[config.mk]
export PLATFORM = sky130hd
export DESIGN_NAME = ram_arbiter
export DESIGN_NICKNAME = d
export VERILOG_FILES = /design/src/rtl/ram_arbiter.sv
export SDC_FILE = /design/constraint.sdc
export NUM_CORES = 1
export LEC_CHECK = 0
export ABC_CLOCK_PERIOD_IN_PS = 1800
export CELL_PAD_IN_SITES_DETAIL_PLACEMENT = 0
export CELL_PAD_IN_SITES_GLOBAL_PLACEMENT = 1
export CORE_ASPECT_RATIO = 1.1
export CORE_MARGIN = 2
export CORE_UTILIZATION = 40
export CTS_BUF_LIST = sky130_fd_sc_hd__clkbuf_8
export DETAILED_ROUTE_END_ITERATION = 12
export DONT_BUFFER_PORTS = 1
export PLACE_DENSITY = 0.77
export SKIP_LAST_GASP = 1
export SYNTH_ARGS = -nofsm -noshare
export SYNTH_HDL_FRONTEND = slang
export SYNTH_SLANG_ARGS = --single-unit
[constraint.sdc]
create_clock -name CLK -period 1.8 [get_ports CLK]
set_input_delay 0.18 -clock CLK [delete_from_list [all_inputs] [get_ports CLK]]
set_output_delay 0.18 -clock CLK [all_outputs]
set_load 0.02 [all_outputs]
[src/rtl/ram_arbiter.sv]
// ram_arbiter: shares a 16x8 RAM between the CPU and a debug port.
// The debug port stalls the CPU (CPU_HALT), waits HALT_WAIT cycles, then
// owns the RAM for a burst of beats before handing it back.
// Optional feature: define RAM_ARB_AUTOINC_EN to have burst beats after the
// first one take their address from an internal incrementing counter.
module ram_arbiter #(
    parameter int HALT_WAIT = 1
) (
    input  logic       CLK,
    input  logic       RESET,
    input  logic [3:0] CPU_ADDR,
    input  logic [7:0] CPU_DIN,
    input  logic       CPU_RI,
    output logic [7:0] CPU_DOUT,
    output logic       CPU_HALT,
    input  logic       DBG_REQ,
    input  logic       DBG_WE,
    input  logic [3:0] DBG_ADDR,
    input  logic [7:0] DBG_DIN,
    input  logic       DBG_LAST,
    output logic       DBG_ACK,
    output logic [7:0] DBG_DOUT,
    output logic [3:0] RAM_ADDR,
    output logic [7:0] RAM_DIN,
    output logic       RAM_RI,
    input  logic [7:0] RAM_DOUT
);

    typedef enum logic [1:0] {
        IDLE    = 2'd0,
        HALT    = 2'd1,
        GRANT   = 2'd2,
        RELEASE = 2'd3
    } state_t;

    // Counter load value: HALT lasts HALT_WAIT cycles, counting down to zero.
    localparam logic [3:0] WAIT_LOAD = 4'(HALT_WAIT - 1);

    state_t     state_reg, state_next;
    logic [3:0] wait_reg, wait_next;
    logic       halt_reg;
    logic       grant;
    logic       dbg_ack;
    logic [3:0] dbg_addr_eff;

    // State, wait counter and the registered CPU stall flag.
    always_ff @(posedge CLK or posedge RESET) begin
        if (RESET) begin
            state_reg <= IDLE;
            wait_reg  <= 4'd0;
            halt_reg  <= 1'b0;
        end else begin
            state_reg <= state_next;
            wait_reg  <= wait_next;
            halt_reg  <= (state_next != IDLE);
        end
    end

    // Next-state logic; a dropped request in HALT takes priority over the grant.
    always_comb begin
        state_next = state_reg;
        wait_next  = wait_reg;
        case (state_reg)
            IDLE: begin
                if (DBG_REQ) begin
                    state_next = HALT;
                    wait_next  = WAIT_LOAD;
                end
            end
            HALT: begin
                if (!DBG_REQ) begin
                    state_next = RELEASE;
                end else if (wait_reg == 4'd0) begin
                    state_next = GRANT;
                end else begin
                    wait_next = wait_reg - 4'd1;
                end
            end
            GRANT: begin
                if (!DBG_REQ || DBG_LAST) begin
                    state_next = RELEASE;
                end
            end
            RELEASE: begin
                state_next = IDLE;
            end
            default: begin
                state_next = IDLE;
            end
        endcase
    end

    assign grant   = (state_reg == GRANT);
    assign dbg_ack = grant && DBG_REQ;

`ifdef RAM_ARB_AUTOINC_EN
    logic [3:0] addr_reg;
    logic       first_reg;

    // Burst address counter: the first GRANT cycle takes DBG_ADDR, later beats follow the counter.
    always_ff @(posedge CLK or posedge RESET) begin
        if (RESET) begin
            addr_reg  <= 4'd0;
            first_reg <= 1'b1;
        end else begin
            first_reg <= (state_reg != GRANT);
            if (dbg_ack) begin
                addr_reg <= dbg_addr_eff + 4'd1;
            end
        end
    end

    assign dbg_addr_eff = first_reg ? DBG_ADDR : addr_reg;
`else
    assign dbg_addr_eff = DBG_ADDR;
`endif

    // RAM port mux; reset masks the strobe so an in-flight write is dropped.
    always_comb begin
        RAM_ADDR = CPU_ADDR;
        RAM_DIN  = CPU_DIN;
        RAM_RI   = CPU_RI & ~RESET;
        if (grant) begin
            RAM_ADDR = dbg_addr_eff;
            RAM_DIN  = DBG_DIN;
            RAM_RI   = DBG_WE & dbg_ack & ~RESET;
        end
    end

    assign CPU_DOUT = grant ? 8'h00 : RAM_DOUT;
    assign DBG_DOUT = dbg_ack ? RAM_DOUT : 8'h00;
    assign DBG_ACK  = dbg_ack;
    assign CPU_HALT = halt_reg;

endmodule

==> out/results.tsv <==
metric	value	unit
Yosys reg bits	7	
area of the multi-input gates	512	µm²
CTS Buffer Depth	2	
Final #Nets	118	
Mapped Cells	76	
core box area	0.00176	mm²
CP endpoint kind	primary output	
max FFs per register	4	
register cell area after layout	175	µm²
Placement Rows	16	
Max Fanout on Critical Path	16	
number of global-route vias before repair	447	
critical path class	reg -> out	
drc violations	0	
antenna violations before repair	0	
Clock Latency Late Sink	0.23	ns
dpl hpwl	1.12	mm
root buffer cell	clkbuf_8	
LEAKAGE	0.364	nW
worst min-delay path category	in -> reg	
clock network power share	0.163	
Worst Min Path Start	DBG_REQ	
Detailed Route WL	1.56	mm
worst r2r src	wait_reg[0]$_DFFE_PP0P_	
PwrDens	1700	mW/mm²
Slew @ Worst Pin	0.424	ns
IO Count	69	
layout cells sized above 1	0.231	
Die H	49.2	µm
Yosys cell types	35	
register area share after synthesis	0.236	
Final Critical Period	1.70	ns
Die X	45.1	µm
largest net degree at the start of global routing	33	
clk slew on worst S/H paths	0.04	ns
setup TNS	0	ns
Port Buffer Count	0	
Comb pwr share	0.598	
Hold EP	state_reg[0]$_DFF_PP0_	
Setup violations, final	0	
Synth top area share	0.236	
outcome	complete, no violations	
Post-synth EDFFs	0	
yosys warns	0	
f_max	0.587	GHz
most common cell in the synthesized netlist	mux2_4	
final hold slack	0.0617	ns
grt total ovfl	0	
Internal	705	µW
count of pins over their slew limit	0	
Initial Util	0.421	
1st-iter DRT viols	16	
Vias/cell	6.15	
number of diodes	0	
worst path required time	1.62	ns
Rel. slew slack	0.716	
most frequent cells after synthesis	mux2_4 (11), nor2b_1 (10), and3_1 (8)	
setup bufs post-CTS	0	
final hold violations	0	
sw power	626	µW
CTS tree	done	
CTS Buf Count	3	
final instance area	783	µm²
DRT antenna net count	0	
Tot GR Track Use	0.122	
top cells by area, synth	dfrtp_1 (24%), mux2_4 (22%), nor2b_1 (8.4%)	
Seq pwr share	0.239	
layout overhead on the synthesized area	5.56	%
DP Area	721	µm²
Worst VDD drop	0.830	mV
fill count	167	
unrepaired setup endpoints after global routing	false	
R2R Path End	wait_reg[0]$_DFFE_PP0P_	
Worst Path Arrival	1.52	ns
switching share of power	0.470	
post-synth top area cell	dfrtp_1	
overall via count from detail_route	590	
Avg Cell Area, Syn	9.76	µm²
R2R cell count	5	
startpoint types	flip-flop	
die area	0.00222	mm²
async set-reset flop share out of synthesis	1.00	
first-pass GRT wire length	2.04	mm
clk_skew	0.00201	ns
Setup crit start	state_reg[1]$_DFF_PP0_	
H-tree depth	1	
Worst Hold Depth	1	
Tcrit/Tclk final	0.947	
synthesized area	742	µm²
maxcap violations	0	
Synthesized Nets	115	
Placer Congestion	0.728	
Synth Flop Type	dfrtp_1	
first-pass detailed-route iteration total	4	
r2r setup slk	0.36	ns
DR WL/cell	16.3	µm
CTS Sinks	7	
[area by class of cell]
cell class	instances	share of cell area
multi-input cells	62	0.653
well taps	18	0.0288
flip-flops and latches	7	0.224
inverters	3	0.0144
clock buffers	3	0.0527
clock inverters	1	0.00479
repair buffers	2	0.0224
[worst max-delay path: stages, from the launching register on]
cell and delay (ns):
dfrtp_1 0.46, and2b_4 0.37, mux2_1 0.45
[worst max-delay path by stage]
stage | endpoint | slack [ns]
detailed placement | RAM_ADDR[3] | 0.30
global placement | RAM_ADDR[3] | 0.31
global route | RAM_ADDR[3] | 0.02
finish | RAM_ADDR[3] | 0.1
floorplan | wait_reg[1]$_DFFE_PP0P_ | 0.49
CTS | RAM_ADDR[3] | 0.03
[power by group through the flow]
| stage | logic [mW] | clock network, mW | registers (mW) |
|---|---|---|---|
| after global placement | 0.776 | 0 | 0.306 |
| after floorplan | 0.770 | 0 | 0.293 |
| final | 0.796 | 0.217 | 0.318 |
| after CTS | 0.792 | 0.222 | 0.309 |
| after global routing | 0.862 | 0.229 | 0.332 |
| after detailed placement | 0.781 | 0 | 0.307 |
[logic make-up after synthesis]
kind of cell             after synthesis  synth area share
buffers and inverters                  8            0.0843
multiplexers                          12             0.238
adder cells (fa/ha/maj)                1            0.0169
flip-flops                             7             0.236
AND/OR/NAND/NOR                       35             0.312
AO/OA/AOI/OAI                         13             0.113
[what timing repair did]
action | CTS | global route
setup endpoints to repair | 0 | 1
gates resized for setup | 0 | 0
hold buffers | 1 | 0
endpoints found under the hold margin | 7 | 0
[per-stage QoR]
stage               cells  utilization  power [mW]  worst slack [ns]
global route           96        0.445        1.42            0.0241
floorplan              76            -        1.06             0.491
global placement       90        0.409        1.08             0.312
detailed placement     90        0.409        1.09             0.295
CTS                    95        0.440        1.32            0.0260
finish                 96        0.445        1.33            0.0951
[layout by cell type (no fill, tap or decap), types with 2 or more instances in the layout]
| cell | netlist | final |
|---|---|---|
| and2b_1 | 1 | 2 |
| nand3_1 | 2 | 2 |
| mux2_4 | 11 | 11 |
| o21ai_1 | 3 | 3 |
| and3_1 | 8 | 8 |
| a21oi_1 | 3 | 3 |
| nor2b_1 | 10 | 10 |
| inv_1 | 3 | 4 |
| clkbuf_8 | 0 | 3 |
| nand2b_1 | 2 | 2 |
| dfrtp_1 | 7 | 7 |
[per-layer routing]
| metal | part of all wire | vias to the layer above | GRT usage |
|---|---|---|---|
| li1 | - | 275 | - |
| met1 | 0.37 | 273 | 0.155 |
| met2 | 0.51 | 40 | 0.195 |
| met3 | 0.11 | 2 | 0.0296 |
| met4 | 0.012 | 0 | 0.0441 |
| met5 | 0 | - | 0 |
No activity file was read; power rests on OpenSTA's default activity.
